<file path="config.mk">
export PLATFORM = sky130hd
export DESIGN_NAME = multiplier_seq_8b
export DESIGN_NICKNAME = d
export VERILOG_FILES = /design/src/rtl/multiplier_seq_8b.sv
export SDC_FILE = /design/constraint.sdc
export NUM_CORES = 1
export LEC_CHECK = 0
export ABC_AREA = 1
export CAP_MARGIN = 10
export CELL_PAD_IN_SITES_DETAIL_PLACEMENT = 1
export CELL_PAD_IN_SITES_GLOBAL_PLACEMENT = 2
export CORE_ASPECT_RATIO = 1.1
export CORE_MARGIN = 4
export CORE_UTILIZATION = 28
export DETAILED_ROUTE_END_ITERATION = 12
export HOLD_SLACK_MARGIN = 0.08
export PLACE_DENSITY = 0.89
export SYNTH_ARGS = -nofsm -noshare
export SYNTH_HDL_FRONTEND = slang
export SYNTH_SLANG_ARGS = --single-unit
</file>
<file path="constraint.sdc">
create_clock -name clk -period 4.5 [get_ports clk]
set_clock_uncertainty 0.05 [all_clocks]
set_input_delay 0.675 -clock clk [delete_from_list [all_inputs] [get_ports clk]]
set_output_delay 0.675 -clock clk [all_outputs]
set_load 0.005 [all_outputs]
</file>
<file path="src/rtl/multiplier_seq_8b.sv">
// Sequential 8x8 unsigned shift-and-add multiplier with a val/rdy handshake on each side.
// One shared 8-bit ripple-carry adder is stepped through eight iterations by a three-state FSM.

module rca_8b #(
    parameter int W = 8
) (
    input  logic [W-1:0] in0_i,
    input  logic [W-1:0] in1_i,
    input  logic         cin_i,
    output logic [W-1:0] sum_o,
    output logic         cout_o
);
    logic [W:0] c;
    assign c[0] = cin_i;

    for (genvar i = 0; i < W; i++) begin : g_fa
        assign sum_o[i] = in0_i[i] ^ in1_i[i] ^ c[i];
        assign c[i+1]   = (in0_i[i] & in1_i[i]) | (c[i] & (in0_i[i] ^ in1_i[i]));
    end

    assign cout_o = c[W];
endmodule

module multiplier_seq_8b #(
    parameter bit SKIP_ZERO = 1'b0
) (
    input  logic        clk,
    input  logic        reset,
    input  logic        in_val,
    output logic        in_rdy,
    input  logic [7:0]  in_a,
    input  logic [7:0]  in_b,
    output logic        out_val,
    input  logic        out_rdy,
    output logic [15:0] out_prod,
    output logic        busy
);
    typedef enum logic [1:0] {IDLE, CALC, DONE} state_e;

    state_e     state_q, state_d;
    logic [7:0] hi_q, hi_d;
    logic [7:0] lo_q, lo_d;
    logic [7:0] a_q, a_d;
    logic [2:0] cnt_q, cnt_d;

    logic [7:0] addend, sum;
    logic       cout;

    assign addend = lo_q[0] ? a_q : 8'd0;

    rca_8b #(.W(8)) u_add (
        .in0_i  (hi_q),
        .in1_i  (addend),
        .cin_i  (1'b0),
        .sum_o  (sum),
        .cout_o (cout)
    );

    always_ff @(posedge clk or posedge reset) begin
        if (reset) begin
            state_q <= IDLE;
            hi_q    <= 8'd0;
            lo_q    <= 8'd0;
            a_q     <= 8'd0;
            cnt_q   <= 3'd0;
        end else begin
            state_q <= state_d;
            hi_q    <= hi_d;
            lo_q    <= lo_d;
            a_q     <= a_d;
            cnt_q   <= cnt_d;
        end
    end

    always_comb begin
        state_d = state_q;
        hi_d    = hi_q;
        lo_d    = lo_q;
        a_d     = a_q;
        cnt_d   = cnt_q;
        unique case (state_q)
            IDLE: begin
                if (in_val) begin
                    a_d     = in_a;
                    hi_d    = 8'd0;
                    lo_d    = in_b;
                    cnt_d   = 3'd0;
                    state_d = CALC;
                    if (SKIP_ZERO && (in_a == 8'd0 || in_b == 8'd0)) begin
                        lo_d    = 8'd0;
                        state_d = DONE;
                    end
                end
            end
            CALC: begin
                // Carry-out shifts into hi[7], so the running product never loses a bit.
                hi_d  = {cout, sum[7:1]};
                lo_d  = {sum[0], lo_q[7:1]};
                cnt_d = cnt_q + 3'd1;
                if (cnt_q == 3'd7) state_d = DONE;
            end
            DONE: begin
                if (out_rdy) state_d = IDLE;
            end
            default: state_d = IDLE;
        endcase
    end

    assign in_rdy   = (state_q == IDLE);
    assign out_val  = (state_q == DONE);
    assign busy     = (state_q == CALC) || (state_q == DONE);
    assign out_prod = (state_q == DONE) ? {hi_q, lo_q} : 16'd0;
endmodule
</file>
==> results.rst <==
.. list-table::
   :header-rows: 1

   * - Metric
     - Value
   * - Result of the run
     - completed
   * - Cell type group with the largest total delay on the critical path
     - adder cells
   * - Area Growth Syn to Fin
     - 30.6%
   * - Time the final worst path needs with I/O delays and setup
     - 3720 ps
   * - Element type at the critical path end
     - flip-flop
   * - Final hold violation count
     - 0
   * - TritonCTS clock tree
     - done
   * - Warnings from Yosys
     - 0
   * - Row Count
     - 29
   * - Root buffer cell
     - clkbuf_8
   * - Total Power
     - 1.07 mW
   * - Count of input and output buffers
     - 38
   * - Mapped Nets
     - 253
   * - Iteration-0 DRC count of the detailed router
     - 53
   * - Area fraction of the dominant cell type after synthesis
     - 42.8%
   * - Maximum root-to-sink buffer count
     - 2
   * - GRT Residual Overflow
     - 0
   * - P per Cell Area
     - 481 nW/um^2
   * - Cts repair resizes
     - 0
   * - Logic depth of the worst setup path including buffers
     - 14
   * - Final setup viols
     - 0
   * - Total routing resource utilization after global routing
     - 12.1%
   * - Clock input transition at the sequential cells of the worst setup and hold paths
     - 60 ps
   * - WL per Instance
     - 11.8 um
   * - Layout cell share with drive strength beyond 1
     - 4.30%
   * - Critical register-to-register path startpoint
     - lo_q[0]$_DFFE_PP0P_
   * - Pleak
     - 1.16 nW
   * - Total of flip-flops plus latches after synthesis
     - 29
   * - Worst slack at placement
     - 751 ps
   * - Aggregate negative setup slack
     - 0 ps
   * - Peak clock frequency supported by timing
     - 0.269 GHz
   * - Number of antenna violations at the first check in global routing
     - 0
   * - Pin count of the biggest net entering global routing
     - 30
   * - Chip width
     - 82.2 um
   * - Reg-to-reg endpoint
     - hi_q[6]$_DFFE_PP0P_
   * - Critical path class
     - reg -> reg
   * - Setup repair after global routing missed its margin
     - false
   * - Average size of a mapped cell
     - 7.71 um^2
   * - Slew margin rel.
     - 39.1%
   * - Bufs and invs on worst path
     - 4
   * - Via count
     - 1462
   * - Area of the die
     - 7370 um^2
   * - Number of placed I/O pins
     - 39
   * - Net total in the final layout
     - 289
   * - Non-filler instance count after layout
     - 333
   * - Worst Reg2Reg Path Length in Cells
     - 14
   * - Top cells by area in the synthesized netlist
     - dfrtp_1 (43%), nand2_1 (16%), inv_1 (9.3%), nand3_1 (8.8%), fa_1 (8.3%)
   * - Cell area after layout
     - 2220 um^2
   * - Via density per instance
     - 4.39
   * - Worst path required time
     - 4600 ps
   * - Arrival time of the worst setup path
     - 3820 ps
   * - Crit path capture
     - hi_q[6]$_DFFE_PP0P_
   * - Count of cell types in the netlist
     - 13
   * - Cell breakdown of the critical path
     - nand2_1 > inv_1 > ha_1 > inv_1 > fa_1 > fa_1 > fa_1 > fa_1 > inv_1 > fa_1 > inv_1 > fa_1 > fa_1 > o21ai_0
   * - Max-cap violation count
     - 0
   * - Critical Path Start Type
     - flip-flop
   * - Buffers inserted during post-CTS setup optimization
     - 0
   * - Antenna Violating Nets Remaining
     - 0
   * - Global-route wire length before repair
     - 6.77 mm
   * - Clk sinks
     - 29
   * - Placer's final routability congestion estimate
     - 0.756
   * - Worst vdd ir
     - 0.145 mV
   * - Cell with the most instances on the worst path
     - fa_1
   * - Count of fill cells added during filler insertion
     - 729
   * - Synthesized netlist cell count
     - 220
   * - Slowest cell delay on critical path
     - 500 ps
   * - Placed cell count
     - 326
   * - Final Core Density
     - 37.9%
   * - CTS buffer count
     - 5
   * - Path category of the worst min-delay check
     - reg -> reg
   * - Worst-case setup margin in the final layout
     - 784 ps
   * - Depth of the CTS H-tree
     - 2
   * - Post-synth top area cell
     - dfrtp_1
   * - Vias in the first global route
     - 1519
   * - ANT cells
     - 0
   * - Area of the core
     - 5840 um^2
   * - Chip Height
     - 89.6 um
   * - Instance area at placement
     - 2130 um^2
   * - Maximum fanout encountered on the critical timing path
     - 10
   * - HPWL after DPL
     - 2.90 mm
   * - Critical path origin
     - lo_q[0]$_DFFE_PP0P_
   * - Final worst path period share
     - 82.6%
   * - First drt pass iteration count
     - 4
   * - Number of max-slew violations in the final report
     - 0
   * - Reg2reg setup slack
     - 780 ps
   * - Insertion delay to the later sink of the worst-skew pair
     - 270 ps
   * - Post-synthesis sequential area ratio
     - 42.8%
   * - Total Wirelength
     - 3.94 mm
   * - Hold slack final
     - 426 ps
   * - Initial core utilization
     - 29.0%
   * - Transition at the pin with the smallest max-transition slack
     - 911 ps
   * - Number of hold-repair buffers added at the cts stage
     - 0
   * - Remaining routing DRC violations
     - 0
   * - Netlist area before placement
     - 1700 um^2
   * - Cell with the largest stage delay on the worst path
     - dfrtp_1
## worst min-delay path, cell delays in order, from the launching register on
cell	delay, ps
dfrtp_1	340
nand2_1	60
nand2_1	50
## state kept, by name, indices dropped and copies added (netlist names)
name / flops
a_q: 8
cnt_q: 3
hi_q: 8
lo_q: 8
state_q: 2
## synthesized netlist by cell type
cell type  instances
nand2_1           73
nand4_1            2
clkbuf_1           1
dfrtp_1           29
nand2_2            4
inv_1             42
fa_1               7
buf_2              8
nand3_1           30
buf_4              1
o21ai_0           15
o21ai_1            2
ha_1               6
## worst min-delay path by stage
| stage | startpoint | end | slack [ps] | depth (start not counted) |
|---|---|---|---|---|
| floorplan | a_q[0]$_DFFE_PP0P_ | a_q[0]$_DFFE_PP0P_ | 390 | 2 |
| global route | a_q[3]$_DFFE_PP0P_ | a_q[3]$_DFFE_PP0P_ | 470 | 2 |
| CTS | a_q[4]$_DFFE_PP0P_ | a_q[4]$_DFFE_PP0P_ | 430 | 2 |
| global placement | a_q[0]$_DFFE_PP0P_ | a_q[0]$_DFFE_PP0P_ | 410 | 2 |
| detailed placement | a_q[4]$_DFFE_PP0P_ | a_q[4]$_DFFE_PP0P_ | 410 | 2 |
| finish | a_q[4]$_DFFE_PP0P_ | a_q[4]$_DFFE_PP0P_ | 430 | 2 |
## final cells by class
cell class / count / area (um^2) / area share (%)
clock buffers: 7 / 86.3 / 3.90
flip-flops and latches: 29 / 726 / 32.7
well taps: 77 / 96.3 / 4.35
multi-input cells: 139 / 762 / 34.4
inverters: 42 / 158 / 7.11
repair buffers: 39 / 388 / 17.5
## per-layer routing
layer  track usage (%)  vias to the layer above  wire (um)
met5                 0                        -          0
met3              2.10                        7        183
met2              20.6                       33       1850
li1                  -                      737          -
met1              14.7                      685       1830
met4              6.19                        0         83
## cell families (layout without fill, tap and decap cells)
logic type      count (synthesis)  in the layout  share of synthesized area [%]
simple gates                  109            109                           27.2
buf+inv                        52             88                           12.3
flops                          29             29                           42.8
compound gates                 17             17                           5.01
fa+ha+maj                      13             13                           12.7
## where the power goes
group          switching (mW)  leakage (nW)  internal, mW  total [mW]
sequential             0.0785         0.373         0.366       0.445
combinational           0.255         0.741         0.154       0.409
clock                  0.0904        0.0443         0.121       0.211
## cell usage in the layout, fill, tap and decap left out
cell type	n
nand2_2	4
dfrtp_1	29
o21ai_0	15
inv_1	42
nand3_1	30
nand4_1	2
nand2_1	73
o21ai_1	2
ha_1	6
buf_4	1
fa_1	7
clkbuf_1	1
clkbuf_8	6
clkdlybuf4s50_1	38
Note: power is estimated with default switching activity, not from simulation.
